$ cat config.mk
export PLATFORM = sky130hd
export DESIGN_NAME = wb_arbiter_flat
export DESIGN_NICKNAME = d
export VERILOG_FILES = /design/src/rtl/fib_wb_pkg.sv /design/src/rtl/wb_arbiter_if.sv /design/src/rtl/wb_watchdog.sv /design/src/rtl/wb_arbiter.sv /design/src/flat_wrapper.sv
export SDC_FILE = /design/constraint.sdc
export NUM_CORES = 1
export LEC_CHECK = 0
export ABC_AREA = 1
export CAP_MARGIN = 20
export CORE_AREA = 2 2 125 127
export CTS_CLUSTER_SIZE = 12
export DETAILED_ROUTE_END_ITERATION = 8
export DIE_AREA = 0 0 127 129
export DONT_BUFFER_PORTS = 1
export GPL_ROUTABILITY_DRIVEN = 0
export PLACE_DENSITY = 0.35
export SETUP_SLACK_MARGIN = 0.15
export SLEW_MARGIN = 30
export SYNTH_ARGS = -nofsm -noshare
export SYNTH_HDL_FRONTEND = slang
export SYNTH_SLANG_ARGS = --single-unit
export TNS_END_PERCENT = 50
$ cat constraint.sdc
create_clock -name wb_clk_i -period 5.65 [get_ports wb_clk_i]
set_clock_uncertainty 0.15 [all_clocks]
set_input_delay 1.13 -clock wb_clk_i [delete_from_list [all_inputs] [get_ports wb_clk_i]]
set_output_delay 1.13 -clock wb_clk_i [all_outputs]
set_load 0.005 [all_outputs]
$ cat src/rtl/fib_wb_pkg.sv
// Shared definitions for the two-master Wishbone arbiter in front of the
// fibonacci register slave.
//   - State encoding of the arbitration FSM (IDLE / BUSY0 / BUSY1)
//   - One-hot grant encodings reported on grant_o
//   - Default watchdog length in un-acked strobe cycles
package fib_wb_pkg;

  localparam logic [1:0] ST_IDLE  = 2'd0;
  localparam logic [1:0] ST_BUSY0 = 2'd1;
  localparam logic [1:0] ST_BUSY1 = 2'd2;

  typedef enum logic [1:0] {
    IDLE  = ST_IDLE,
    BUSY0 = ST_BUSY0,
    BUSY1 = ST_BUSY1
  } arb_state_e;

  localparam logic [1:0] GRANT_NONE = 2'b00;
  localparam logic [1:0] GRANT_M0   = 2'b01;
  localparam logic [1:0] GRANT_M1   = 2'b10;

  localparam int DEFAULT_TIMEOUT_CYCLES = 16;

endpackage

$ cat src/rtl/wb_arbiter_if.sv
// Wishbone bus bundle used on all three arbiter ports.
//   master modport : drives cyc/stb/we/sel/adr/dat_w, receives dat_r/ack/err
//   slave modport  : receives cyc/stb/we/sel/adr/dat_w, drives dat_r/ack/err
interface wb_arbiter_if #(
  parameter int ADDR_WIDTH = 32
);

  logic                  cyc;
  logic                  stb;
  logic                  we;
  logic [3:0]            sel;
  logic [ADDR_WIDTH-1:0] adr;
  logic [31:0]           dat_w;
  logic [31:0]           dat_r;
  logic                  ack;
  logic                  err;

  modport master (
    output cyc, stb, we, sel, adr, dat_w,
    input  dat_r, ack, err
  );

  modport slave (
    input  cyc, stb, we, sel, adr, dat_w,
    output dat_r, ack, err
  );

endinterface

$ cat src/rtl/wb_watchdog.sv
// Per-transfer watchdog for the Wishbone arbiter.
// Counts strobe cycles the slave has not acknowledged and forces a
// termination in the TIMEOUT_CYCLES-th such cycle.
// Ports:
//   wb_clk_i, reset : clock, synchronous active-high reset
//   clear           : arbiter idle, counter held at zero
//   count_en        : a strobe is presented to the slave this cycle
//   ack             : slave acknowledge this cycle
//   force_err       : combinational, terminate the current strobe now
//   irq             : registered one-cycle pulse after each force_err
module wb_watchdog
  import fib_wb_pkg::*;
#(
  parameter int TIMEOUT_CYCLES = DEFAULT_TIMEOUT_CYCLES
) (
  input  logic wb_clk_i,
  input  logic reset,
  input  logic clear,
  input  logic count_en,
  input  logic ack,
  output logic force_err,
  output logic irq
);

  localparam int WD_W = $clog2(TIMEOUT_CYCLES);
  localparam logic [WD_W-1:0] WD_LAST = WD_W'(TIMEOUT_CYCLES - 1);
  localparam logic [WD_W-1:0] WD_MAX  = '1;

  logic [WD_W-1:0] wd_reg;
  logic [WD_W-1:0] wd_next;
  logic            irq_reg;

  // An ack in the final cycle wins over the timeout.
  assign force_err = (wd_reg == WD_LAST) & count_en & ~ack;
  assign irq       = irq_reg;

  always_comb begin
    wd_next = wd_reg;
    if (clear || ack || force_err) begin
      wd_next = '0;
    end else if (count_en && (wd_reg != WD_MAX)) begin
      // Saturate rather than wrap when the count is held by idle strobes.
      wd_next = wd_reg + 1'b1;
    end
  end

  always_ff @(posedge wb_clk_i) begin
    if (reset) begin
      wd_reg  <= '0;
      irq_reg <= 1'b0;
    end else begin
      wd_reg  <= wd_next;
      irq_reg <= force_err;
    end
  end

endmodule

$ cat src/rtl/wb_arbiter.sv
// Two-master Wishbone arbiter sharing one slave port (fibonacci registers).
// Round-robin on contention, bus locked while the owner holds cyc, and a
// watchdog that terminates strobes the slave never acknowledges.
// Ports:
//   wb_clk_i, reset : clock, synchronous active-high reset
//   m0, m1          : master-facing buses (arbiter acts as their slave)
//   s               : slave-facing bus (arbiter acts as its master)
//   grant_o         : one-hot current owner, 00 when idle
//   timeout_irq     : one-cycle pulse after every forced termination
module wb_arbiter
  import fib_wb_pkg::*;
#(
  parameter int ADDR_WIDTH     = 32,
  parameter int TIMEOUT_CYCLES = DEFAULT_TIMEOUT_CYCLES
) (
  input  logic         wb_clk_i,
  input  logic         reset,
  wb_arbiter_if.slave  m0,
  wb_arbiter_if.slave  m1,
  wb_arbiter_if.master s,
  output logic [1:0]   grant_o,
  output logic         timeout_irq
);

  arb_state_e state_reg;
  arb_state_e state_next;
  logic       last_grant_reg;
  logic       last_grant_next;

  logic                  req0;
  logic                  req1;
  logic                  force_err;
  logic                  wd_irq;
  logic [ADDR_WIDTH-1:0] adr_mux;

  assign req0 = m0.cyc & m0.stb;
  assign req1 = m1.cyc & m1.stb;

  // ---------------- arbitration FSM ----------------
  always_comb begin
    state_next      = state_reg;
    last_grant_next = last_grant_reg;
    case (state_reg)
      IDLE: begin
        // On a tie the master that was not granted last wins.
        if (req0 && (!req1 || last_grant_reg)) begin
          state_next      = BUSY0;
          last_grant_next = 1'b0;
        end else if (req1) begin
          state_next      = BUSY1;
          last_grant_next = 1'b1;
        end
      end
      BUSY0: if (!m0.cyc) state_next = IDLE;
      BUSY1: if (!m1.cyc) state_next = IDLE;
      default: state_next = IDLE;
    endcase
  end

  always_ff @(posedge wb_clk_i) begin
    if (reset) begin
      state_reg      <= IDLE;
      last_grant_reg <= 1'b1;
    end else begin
      state_reg      <= state_next;
      last_grant_reg <= last_grant_next;
    end
  end

  // ---------------- slave-side mux ----------------
  // Reset blanks the bus combinationally so a transfer in flight is cut
  // off in the same cycle reset is raised.
  always_comb begin
    s.cyc   = 1'b0;
    s.stb   = 1'b0;
    s.we    = 1'b0;
    s.sel   = '0;
    s.dat_w = '0;
    adr_mux = '0;
    grant_o = GRANT_NONE;
    if (!reset) begin
      case (state_reg)
        BUSY0: begin
          s.cyc   = m0.cyc;
          s.stb   = m0.stb;
          s.we    = m0.we;
          s.sel   = m0.sel;
          s.dat_w = m0.dat_w;
          adr_mux = m0.adr;
          grant_o = GRANT_M0;
        end
        BUSY1: begin
          s.cyc   = m1.cyc;
          s.stb   = m1.stb;
          s.we    = m1.we;
          s.sel   = m1.sel;
          s.dat_w = m1.dat_w;
          adr_mux = m1.adr;
          grant_o = GRANT_M1;
        end
        default: ;
      endcase
    end
  end

  assign s.adr = adr_mux;

  // ---------------- master-side returns ----------------
  // Kept apart from the slave mux: force_err depends on s.stb.
  always_comb begin
    m0.ack   = 1'b0;
    m0.err   = 1'b0;
    m0.dat_r = '0;
    m1.ack   = 1'b0;
    m1.err   = 1'b0;
    m1.dat_r = '0;
    if (!reset) begin
      case (state_reg)
        BUSY0: begin
          m0.ack   = s.ack & ~force_err;
          m0.err   = force_err;
          m0.dat_r = force_err ? 32'h0 : s.dat_r;
        end
        BUSY1: begin
          m1.ack   = s.ack & ~force_err;
          m1.err   = force_err;
          m1.dat_r = force_err ? 32'h0 : s.dat_r;
        end
        default: ;
      endcase
    end
  end

  // ---------------- watchdog ----------------
  wb_watchdog #(
    .TIMEOUT_CYCLES(TIMEOUT_CYCLES)
  ) u_watchdog (
    .wb_clk_i (wb_clk_i),
    .reset    (reset),
    .clear    (state_reg == IDLE),
    .count_en (s.stb),
    .ack      (s.ack),
    .force_err(force_err),
    .irq      (wd_irq)
  );

  assign timeout_irq = wd_irq & ~reset;

endmodule

$ cat src/flat_wrapper.sv
// flat-port wrapper written by rule: the top's interface ports become plain ports
module wb_arbiter_flat import fib_wb_pkg::*;
#(
  parameter int ADDR_WIDTH     = 32,
  parameter int TIMEOUT_CYCLES = DEFAULT_TIMEOUT_CYCLES
)
  (wb_clk_i, reset, grant_o, timeout_irq, m0_cyc, m0_stb, m0_we, m0_sel, m0_adr, m0_dat_w, m0_dat_r, m0_ack, m0_err, m1_cyc, m1_stb, m1_we, m1_sel, m1_adr, m1_dat_w, m1_dat_r, m1_ack, m1_err, s_cyc, s_stb, s_we, s_sel, s_adr, s_dat_w, s_dat_r, s_ack, s_err);
  wb_arbiter_if #(.ADDR_WIDTH(ADDR_WIDTH)) m0_i ();
  wb_arbiter_if #(.ADDR_WIDTH(ADDR_WIDTH)) m1_i ();
  wb_arbiter_if #(.ADDR_WIDTH(ADDR_WIDTH)) s_i ();
  input  logic wb_clk_i;
  input  logic reset;
  output logic [1:0] grant_o;
  output logic timeout_irq;
  input wire logic [$bits(m0_i.cyc)-1:0] m0_cyc;
  input wire logic [$bits(m0_i.stb)-1:0] m0_stb;
  input wire logic [$bits(m0_i.we)-1:0] m0_we;
  input wire logic [$bits(m0_i.sel)-1:0] m0_sel;
  input wire logic [$bits(m0_i.adr)-1:0] m0_adr;
  input wire logic [$bits(m0_i.dat_w)-1:0] m0_dat_w;
  output wire logic [$bits(m0_i.dat_r)-1:0] m0_dat_r;
  output wire logic [$bits(m0_i.ack)-1:0] m0_ack;
  output wire logic [$bits(m0_i.err)-1:0] m0_err;
  input wire logic [$bits(m1_i.cyc)-1:0] m1_cyc;
  input wire logic [$bits(m1_i.stb)-1:0] m1_stb;
  input wire logic [$bits(m1_i.we)-1:0] m1_we;
  input wire logic [$bits(m1_i.sel)-1:0] m1_sel;
  input wire logic [$bits(m1_i.adr)-1:0] m1_adr;
  input wire logic [$bits(m1_i.dat_w)-1:0] m1_dat_w;
  output wire logic [$bits(m1_i.dat_r)-1:0] m1_dat_r;
  output wire logic [$bits(m1_i.ack)-1:0] m1_ack;
  output wire logic [$bits(m1_i.err)-1:0] m1_err;
  output wire logic [$bits(s_i.cyc)-1:0] s_cyc;
  output wire logic [$bits(s_i.stb)-1:0] s_stb;
  output wire logic [$bits(s_i.we)-1:0] s_we;
  output wire logic [$bits(s_i.sel)-1:0] s_sel;
  output wire logic [$bits(s_i.adr)-1:0] s_adr;
  output wire logic [$bits(s_i.dat_w)-1:0] s_dat_w;
  input wire logic [$bits(s_i.dat_r)-1:0] s_dat_r;
  input wire logic [$bits(s_i.ack)-1:0] s_ack;
  input wire logic [$bits(s_i.err)-1:0] s_err;
  assign m0_i.cyc = m0_cyc;
  assign m0_i.stb = m0_stb;
  assign m0_i.we = m0_we;
  assign m0_i.sel = m0_sel;
  assign m0_i.adr = m0_adr;
  assign m0_i.dat_w = m0_dat_w;
  assign m0_dat_r = m0_i.dat_r;
  assign m0_ack = m0_i.ack;
  assign m0_err = m0_i.err;
  assign m1_i.cyc = m1_cyc;
  assign m1_i.stb = m1_stb;
  assign m1_i.we = m1_we;
  assign m1_i.sel = m1_sel;
  assign m1_i.adr = m1_adr;
  assign m1_i.dat_w = m1_dat_w;
  assign m1_dat_r = m1_i.dat_r;
  assign m1_ack = m1_i.ack;
  assign m1_err = m1_i.err;
  assign s_cyc = s_i.cyc;
  assign s_stb = s_i.stb;
  assign s_we = s_i.we;
  assign s_sel = s_i.sel;
  assign s_adr = s_i.adr;
  assign s_dat_w = s_i.dat_w;
  assign s_i.dat_r = s_dat_r;
  assign s_i.ack = s_ack;
  assign s_i.err = s_err;
  wb_arbiter #(.ADDR_WIDTH(ADDR_WIDTH), .TIMEOUT_CYCLES(TIMEOUT_CYCLES)) u_core (.wb_clk_i(wb_clk_i), .reset(reset), .m0(m0_i), .m1(m1_i), .s(s_i), .grant_o(grant_o), .timeout_irq(timeout_irq));
endmodule
==> flow_summary.json <==
{
  "start_kind": "flop",
  "critPathArrivalTime_ns": 2.47,
  "fin_cells": 586,
  "dp.cells": 583,
  "grt_pass1_wl_mm": 10.8,
  "final_common_cell": "nand2_1",
  "critPathKind": "reg -> out",
  "vias_per_cell": 4.46,
  "grt.total_usage_pct": 7.89,
  "wirelength_mm": 8.03,
  "ys_ff_latch": 8,
  "status": "finished clean",
  "rows": 45,
  "ys_types": 24,
  "worstMarginPinSlew_ns": 0.802,
  "yosys.area.top_type": "nand2_1",
  "numCtsBuffers": 3,
  "start_util_pct": 15.7,
  "fp.dieH_um": 129,
  "cts_hold_buf": 0,
  "cts_tree": "yes",
  "drv_slew": 0,
  "cts.path.max_buffers": 2,
  "ir_worst_vdd_mv": 0.0584,
  "p_leak_nw": 0.698,
  "critPathCaptureType": "output port",
  "syn_inst": 424,
  "hold_path_class": "reg -> reg",
  "power.density_mw_per_mm2": 118,
  "yosysSeqAreaShare_pct": 6.79,
  "maxSlewHeadroom_pct": 46.5,
  "timing.setup.tns_ns": 0,
  "period_minus_slack_ns": 3.75,
  "drtAntennaViolNets": 0,
  "rsz0062_at_grt": "false",
  "io_pins": 320,
  "dr.pass1.iters": 4,
  "yosysWarningCount": 0,
  "wl_per_cell_um": 13.7,
  "setup_violations": 0,
  "drt_iter0_drc": 176,
  "final_core_util_pct": 16.7,
  "postCtsResizedCells": 0,
  "die_area_mm2": 0.0164,
  "vias": 2612,
  "clk_pin_slew_ns": 0.04,
  "synth.top_cell.area_share_pct": 25.9,
  "grt_max_degree": 72,
  "largest_reg_flops": 4,
  "fin_crit_sh_pct": 66.4,
  "avgSynthCellArea_um2": 5.56,
  "cts_setup_buffers": 0,
  "syn_area_mm2": 0.00236,
  "clockRootBuffer": "clkbuf_16",
  "syn_nets": 606,
  "area_delta_synth_final_pct": 6.10,
  "fin_nets": 582,
  "stdcell_area_mm2": 0.00250,
  "antenna_found_initial": 0,
  "grt_pass1_vias": 2148,
  "timing.fmax_mhz": 267,
  "grt_overflow": 0,
  "drive_above_1_share_pct": 26.6,
  "holdWs_ns": 0.337,
  "cp_max_fo": 58,
  "hold_viol": 0,
  "core_mm2": 0.0150,
  "maxCapViolations": 0,
  "final_cell_mix": "nand2_1 (162), a21oi_1 (73), nor2_2 (60)",
  "critPathRequiredTime_ns": 4.37,
  "dieWidth_um": 127,
  "placed_area_mm2": 0.00243,
  "hpwl_mm": 6.58,
  "antenna_cells": 0,
  "drc": 0,
  "port_buffers": 0,
  "synth_area_leaders": "nand2_1 (26%), nor2_2 (16%), a21oi_1 (15%)",
  "clock_sinks": 8,
  "clock_latency_ns": 0.23,
  "htree_levels": 1
}
==> Yosys cell counts <==
master,count
inv_2,3
nand3_1,5
nand4_1,2
xor2_1,1
nor2_1,18
nor2_8,1
dfxtp_1,8
nand2_1,163
buf_2,17
buf_6,1
nand2_2,3
o21ai_1,1
inv_6,1
nand3_4,1
buf_4,1
inv_1,16
a21oi_1,73
xnor2_1,1
nor2_2,60
o21ai_0,3
ha_1,4
clkbuf_1,10
buf_12,3
nand2_4,28
==> where the power goes <==
group / internal [mW] / switching, mW / total [mW]
clock: 0.0913 / 0.0277 / 0.119
sequential: 0.0584 / 0.000808 / 0.0592
combinational: 0.0354 / 0.0825 / 0.118
total: 0.185 / 0.111 / 0.296
==> per-layer routing <==
metal,vias to the layer above,GRT usage [%],part of all wire (%)
met2,165,15.1,51
met1,1177,9.36,40
met4,0,1.23,0.72
met3,8,1.33,8.3
li1,1262,-,-
met5,-,0,0
==> area by class of cell <==
cell class	count	area (um^2)
Clock buffer	3	75.1
Fill cell	1729	12500
Inverter	20	80.1
Multi-Input combinational cell	364	1930
Sequential cell	8	160
Tap cell	188	235
Timing Repair Buffer	3	22.5
==> worst max-delay path: stages (launching register included) <==
cell and delay [ns]:
dfxtp_1 0.32, inv_1 0.09, ha_2 0.38, buf_4 0.52, nand2_2 0.12, nand2_2 0.12, nand3_4 0.11, nor2_8 0.13
inv_6 0.19, nand2_1 0.15, nor2_1 0.07
==> cells by family (layout without fill, tap and decap cells) <==
group           Yosys count  after routing  share of synthesized area [%]
simple gates            281            281                           62.1
buf+inv                  52             26                           11.9
xor+xnor                  2              2                          0.743
flops                     8              8                           6.79
compound gates           77             77                           16.3
fa+ha+maj                 4              4                           2.12
==> final timing paths <==
path / slack, ns / to / start / depth (start not counted)
hold reg to reg: 0.34 / u_core.u_watchdog.wd_reg[3] / u_core.u_watchdog.wd_reg[3] / 2
setup reg to reg: 3.37 / u_core.u_watchdog.wd_reg[1] / u_core.state_reg[1] / 11
setup / recovery: 1.90 / m0_dat_r[2] / u_core.state_reg[1] / 10
hold / removal: 0.34 / u_core.u_watchdog.wd_reg[3] / u_core.u_watchdog.wd_reg[3] / 2
==> stage by stage <==
stage	power [mW]	worst slack, ns
floorplan	0.163	2.55
global placement	0.176	1.96
detailed placement	0.179	2.10
CTS	0.301	1.84
global route	0.317	1.66
finish	0.296	1.90
(Power assumes the default switching activity.)
==> edit 1, RTL diff (same flow settings) <==
Reset style: asynchronous (`reset`), changed in 2 clocked blocks. Comments in the files are not updated.
--- a/src/rtl/wb_watchdog.sv
+++ b/src/rtl/wb_watchdog.sv
@@ -45,5 +45,5 @@
   end
 
-  always_ff @(posedge wb_clk_i) begin
+  always_ff @(posedge wb_clk_i or posedge reset) begin
     if (reset) begin
       wd_reg  <= '0;
--- a/src/rtl/wb_arbiter.sv
+++ b/src/rtl/wb_arbiter.sv
@@ -58,5 +58,5 @@
   end
 
-  always_ff @(posedge wb_clk_i) begin
+  always_ff @(posedge wb_clk_i or posedge reset) begin
     if (reset) begin
       state_reg      <= IDLE;
Check against the original RTL: same outputs for any inputs over 10 cycles, from zero or initial values and one cycle with reset high; that may be too few to reach the edited logic, so the function may still have changed.
==> edit 1 against the unedited design <==
  * Wire length increased by 4.4%
  * Final area up 0.50%
  * Count of clock-buffer cells in the layout rose by 1
  * Synthesized area up 0.32%
  * Worst setup slack lost 6.8 ps
  * Via count is 0.42% lower
  * First-iteration DRC count decreased by 22%
  * Final cell count down 0.68%
  * Sequential cell count stayed put
  * Sequential share of layout area is 1.6 points higher
  * Highest routed layer unchanged
Power is not compared: it rests on default switching activity, and its combinational part moved more than twofold at a synthesized area within 25%.
==> edit 1: results (changes against the unedited design) <==
[yosys]
synthDistinctLibCells=23  ; was 24
netlist_top_cells_count=159 x nand2_1, 71 x a21oi_1, 60 x nor2_2  ; was 163 x nand2_1, 73 x a21oi_1, 60 x nor2_2
dominantRegCellSynth=dfrtp_1  ; was dfxtp_1
async_reset_ff_share_pct=100  ; was 0%
synth_compound_area_share_pct=16.3  ; about the same
yosysWarnings=0  ; unchanged
synth-xor-area-share_pct=0  ; was 0.743%
ys_seq_area_share_pct=8.51  ; was 6.79%
ys_top_cells_by_area=nand2_1 25%, nor2_2 16%, a21oi_1 15%  ; was nand2_1 26%, nor2_2 16%, a21oi_1 15%
synth_mux_area_share_pct=0  ; unchanged
yosys.area_share.adder_pct=2.12  ; about the same
synth_fp_nets=601  ; was 606
avgSynthCellArea_um2=5.65  ; was 5.56 um2

[routing]
first_pass_iters=4  ; unchanged
routed_wl_mm=8.39  ; was 8.03 mm
drt_iter0_drc=137  ; was 176
vias=2601  ; was 2612

[worst_setup_path]
cpPeakStageDelay_ps=530
cp_top_family=buffers and inverters  ; unchanged
regToRegStartpoint=u_core.state_reg[0]$_DFFE_PP0P_  ; was u_core.state_reg[1]$_SDFFE_PP0P_
worst_path_max_delay_cell=buf_4  ; unchanged
critPathKind=flop to primary output  ; unchanged
endpoint=m1_dat_r[2]  ; was m0_dat_r[2]
rr_endpoint=u_core.u_watchdog.wd_reg[3]$_DFFE_PP0P_  ; was u_core.u_watchdog.wd_reg[1]$_SDFFE_PP0P_
r2r_setup_slack_ps=3370  ; about the same
rr_worst_depth=10  ; was 11
arrival_ps=2480
crit_fanout=59  ; was 58

[placement]
postPlaceCellArea_mm2=0.00244  ; was 0.00243 mm2
hpwl_mm=6.84  ; was 6.58 mm
portBuffers=0  ; unchanged

[global_route]
grt_first_pass_wirelength_mm=10.5  ; was 10.8 mm
grt_max_degree=71  ; was 72
antenna_found_initial=0  ; unchanged
grt_usage_pct=8.02  ; was 7.89%
grt_pass1_vias=1989  ; was 2148

[sta]
hold_viol=0  ; unchanged
tightest_slew_ps=784  ; was 802 ps

[clock_network]
ctsResizeCount=0  ; unchanged
numCtsBuffers=3  ; unchanged
clkTransAtPathRegs_ps=40  ; about the same
hold_buffers=0  ; unchanged
root_buffer=clkbuf_16  ; unchanged
cts_htree_levels=1  ; unchanged
clk_latency_ps=230  ; about the same

[cells_and_area]
largest_register_ffs=4  ; unchanged
stdcell_count=582  ; was 586
fin_util_pct=16.8  ; was 16.7%
drive_gt1_share_pct=26.6  ; about the same
layout.filler_cells=1733  ; was 1729

[outcome]
outcome=completed  ; unchanged

[min_path]
hold_class=flop to flop  ; unchanged
hold_end=u_core.state_reg[1]$_DFFE_PP0P_  ; was u_core.u_watchdog.wd_reg[3]$_SDFFE_PP0P_
whs_path_depth=1  ; was 2
hold_path_startpoint=u_core.state_reg[1]$_DFFE_PP0P_  ; was u_core.u_watchdog.wd_reg[3]$_SDFFE_PP0P_

[pwr]
max-vdd-ir-drop_mv=0.209

==> edit 1: changes by cell type after synthesis, moves of 2 or more <==
cell / delta
buf_4: +2
nor2_1: +5
dfrtp_1: +7
nand2_1: -4
a21oi_1: -2
dfxtp_1: -8
nand3_1: -2
==> edit 1: worst register-to-register path: cells and delay by family (launching register included) <==
kind	cells	cell delay (ps)
simple gates	7	660
buf+inv	2	630
flops	1	370
fa+ha+maj	1	370
==> edit 1: through the flow <==
stage	power (W)	setup WS (ps)	hold slack [ps]
floorplan	0.000632	2540	339
global placement	0.000732	1580	384
detailed placement	0.000746	1910	378
CTS	0.000871	1820	386
global route	0.000942	1680	415
finish	0.000855	1890	386
==> edit 1: cell type report <==
cell class              instances  share of cell area (%)
flip-flops and latches          8                    8.01
inverters                      20                    3.28
clock buffers                   4                    3.13
multi-input cells             359                    75.3
repair buffers                  3                   0.896
well taps                     188                    9.35
==> edit 1: per-layer routing <==
layer	share of wire, %	wire (um)	global-route usage [%]	vias to the layer above
met4	0.57	48	0.646	0
met1	37	3110	9.31	1183
met2	54	4510	16.0	174
li1	-	-	-	1242
met5	0	0	0	-
met3	8.5	715	1.21	2
==> edit 1: cells by family after synthesis <==
family	after synthesis
fa+ha+maj	4
buf+inv	52
simple gates	279
compound gates	76
flops	8
==> edit 1: power by group through the flow <==
stage	Sequential, W	Clock (W)	Combinational (W)
2_1_floorplan	0.0000771	0	0.000555
3_3_place_gp	0.0000790	0	0.000653
3_5_place_dp	0.0000788	0	0.000667
4_1_cts	0.0000782	0.000125	0.000668
5_1_grt	0.0000796	0.000127	0.000735
6_report	0.0000783	0.000122	0.000654
==> edit 2, RTL diff (config.mk and constraints unchanged) <==
Made on the original files. `ADDR_WIDTH` is set to 32 in 3 places; all go to 48.
--- a/src/rtl/wb_arbiter_if.sv
+++ b/src/rtl/wb_arbiter_if.sv
@@ -3,5 +3,5 @@
 //   slave modport  : receives cyc/stb/we/sel/adr/dat_w, drives dat_r/ack/err
 interface wb_arbiter_if #(
-  parameter int ADDR_WIDTH = 32
+  parameter int ADDR_WIDTH = 48
 );
 
--- a/src/rtl/wb_arbiter.sv
+++ b/src/rtl/wb_arbiter.sv
@@ -11,5 +11,5 @@
   import fib_wb_pkg::*;
 #(
-  parameter int ADDR_WIDTH     = 32,
+  parameter int ADDR_WIDTH     = 48,
   parameter int TIMEOUT_CYCLES = DEFAULT_TIMEOUT_CYCLES
 ) (
--- a/src/flat_wrapper.sv
+++ b/src/flat_wrapper.sv
@@ -2,5 +2,5 @@
 module wb_arbiter_flat import fib_wb_pkg::*;
 #(
-  parameter int ADDR_WIDTH     = 32,
+  parameter int ADDR_WIDTH     = 48,
   parameter int TIMEOUT_CYCLES = DEFAULT_TIMEOUT_CYCLES
 )
Ports: changed (resized m0_adr, m1_adr and s_adr); port bits go from 320 to 368. The function was not compared with the original's and may differ.
==> edit 2 against the unedited design <==
  * Critical endpoint is now m1_dat_r[14]
  * Wire length up 29%
  * Sequential cell count unchanged
  * Synthesized area up 11%
  * Critical path type unchanged
  * Highest routed layer unchanged
  * Global-route usage up 2.6 points
  * Largest power group is now combinational logic
  * Worst setup slack worse by 36 ps
  * Maximum frequency down 0.95%
  * Total power up 7.1%
  * Final area up 9.5%
  * Combinational power up 15%
==> edit 2: results (changes against the unedited design) <==
[outcome]
outcome=completed  ; unchanged

[global_route]
grt_first_pass_wirelength_mm=13.4  ; was 10.8 mm
grt_pass1_vias=2420  ; was 2148
grt_usage_pct=10.5  ; was 7.89%

[clock_network]
clk_latency_ps=230  ; about the same

[yosys]
synth_fp_nets=692  ; was 606
ys_seq_area_share_pct=6.11  ; was 6.79%
synthDistinctLibCells=23  ; was 24
netlist_top_cells_count=195 x nand2_1, 89 x a21oi_1, 59 x nor2_2  ; was 163 x nand2_1, 73 x a21oi_1, 60 x nor2_2
yosysWarnings=0  ; unchanged
post-synth-top-area-fraction_pct=27.9  ; was 25.9%
ys_top_cells_by_area=nand2_1 28%, a21oi_1 17%, nor2_2 14%  ; was nand2_1 26%, nor2_2 16%, a21oi_1 15%

[placement]
hpwl_mm=8.79  ; was 6.58 mm

[pwr]
p_comb_share_pct=42.8  ; was 39.8%
p_leak_nw=0.748  ; was 0.698 nW
max-vdd-ir-drop_mv=0.150  ; was 0.0584 mV

[min_path]
whs_path_depth=2  ; unchanged

[routing]
first_pass_iters=4  ; unchanged
vias_per_cell=4.63  ; was 4.46
drt_iter0_drc=149  ; was 176
routed_wl_mm=10.4  ; was 8.03 mm

[cells_and_area]
nets=665  ; was 582
layout.filler_cells=1725  ; was 1729
drive_gt1_share_pct=23.8  ; was 26.6%

[worst_setup_path]
r2r_setup_slack_ps=3610  ; was 3370 ps
crit_fanout=87  ; was 58
rr_endpoint=u_core.state_reg[0]$_SDFFE_PP0P_  ; was u_core.u_watchdog.wd_reg[1]$_SDFFE_PP0P_
endpoint=m1_dat_r[14]  ; was m0_dat_r[2]
critPathLaunch=u_core.state_reg[0]$_SDFFE_PP0P_  ; was u_core.state_reg[1]$_SDFFE_PP0P_
arrival_ps=2510  ; was 2470 ps
rr_worst_depth=9  ; was 11

[sta]
slew-limit-headroom_pct=43.7  ; was 46.5%
fin_hold_ws_ps=331  ; was 337 ps

==> edit 2: changes by cell type after synthesis <==
cell / change
nor2_4: +1
nand2_4: +3
a21oi_1: +16
nand2_2: -3
buf_4: +5
inv_1: +2
nand2_1: +32
buf_2: +6
buf_6: -1
nor2_2: -1
inv_2: -2
clkbuf_1: -4
==> edit 2: metal layers <==
layer	routed length, um	up-vias	part of all wire, %	track usage, %
met5	0	-	0	0
met4	85	0	0.82	1.49
met3	1070	6	10	3.20
met2	5190	192	50	18.8
met1	4010	1325	39	12.6
li1	-	1425	-	-
==> edit 2: kinds of logic (layout without fill, tap and decap cells) <==
group	after synthesis	in the layout	synth area share, %
AOI/OAI and AO/OA	93	93	17.8
xor gates and xnor gates	2	2	0.669
adders and majority gates	4	4	1.91
buffers and inverters	58	29	12.3
DFF	8	8	6.11
and+or+nand+nor	313	313	61.2
==> edit 2: through the flow <==
step / setup slack (ps) / std cells / instance area (um2) / total power [W]
2_1_floorplan: 2550 / 478 / 2620 / 0.000177
3_3_place_gp: 1930 / 634 / 2670 / 0.000195
3_5_place_dp: 1890 / 634 / 2670 / 0.000198
6_report: 1860 / 637 / 2740 / 0.000317
4_1_cts: 1790 / 637 / 2740 / 0.000324
5_1_grt: 1640 / 637 / 2740 / 0.000340
==> edit 2: critical path, stage by stage (launching register included) <==
cell and delay, ps:
dfxtp_1 310, inv_1 100, ha_2 220, buf_4 610, inv_1 180, nor2_1 200, inv_1 140, buf_4 290
nor2_2 210
==> edit 2: area by class of cell <==
cell class | instances | area share [%]
repair buffers | 6 | 1.64
clock buffers | 3 | 2.74
multi-input cells | 412 | 78.3
well taps | 188 | 8.58
flip-flops and latches | 8 | 5.84
inverters | 20 | 2.92
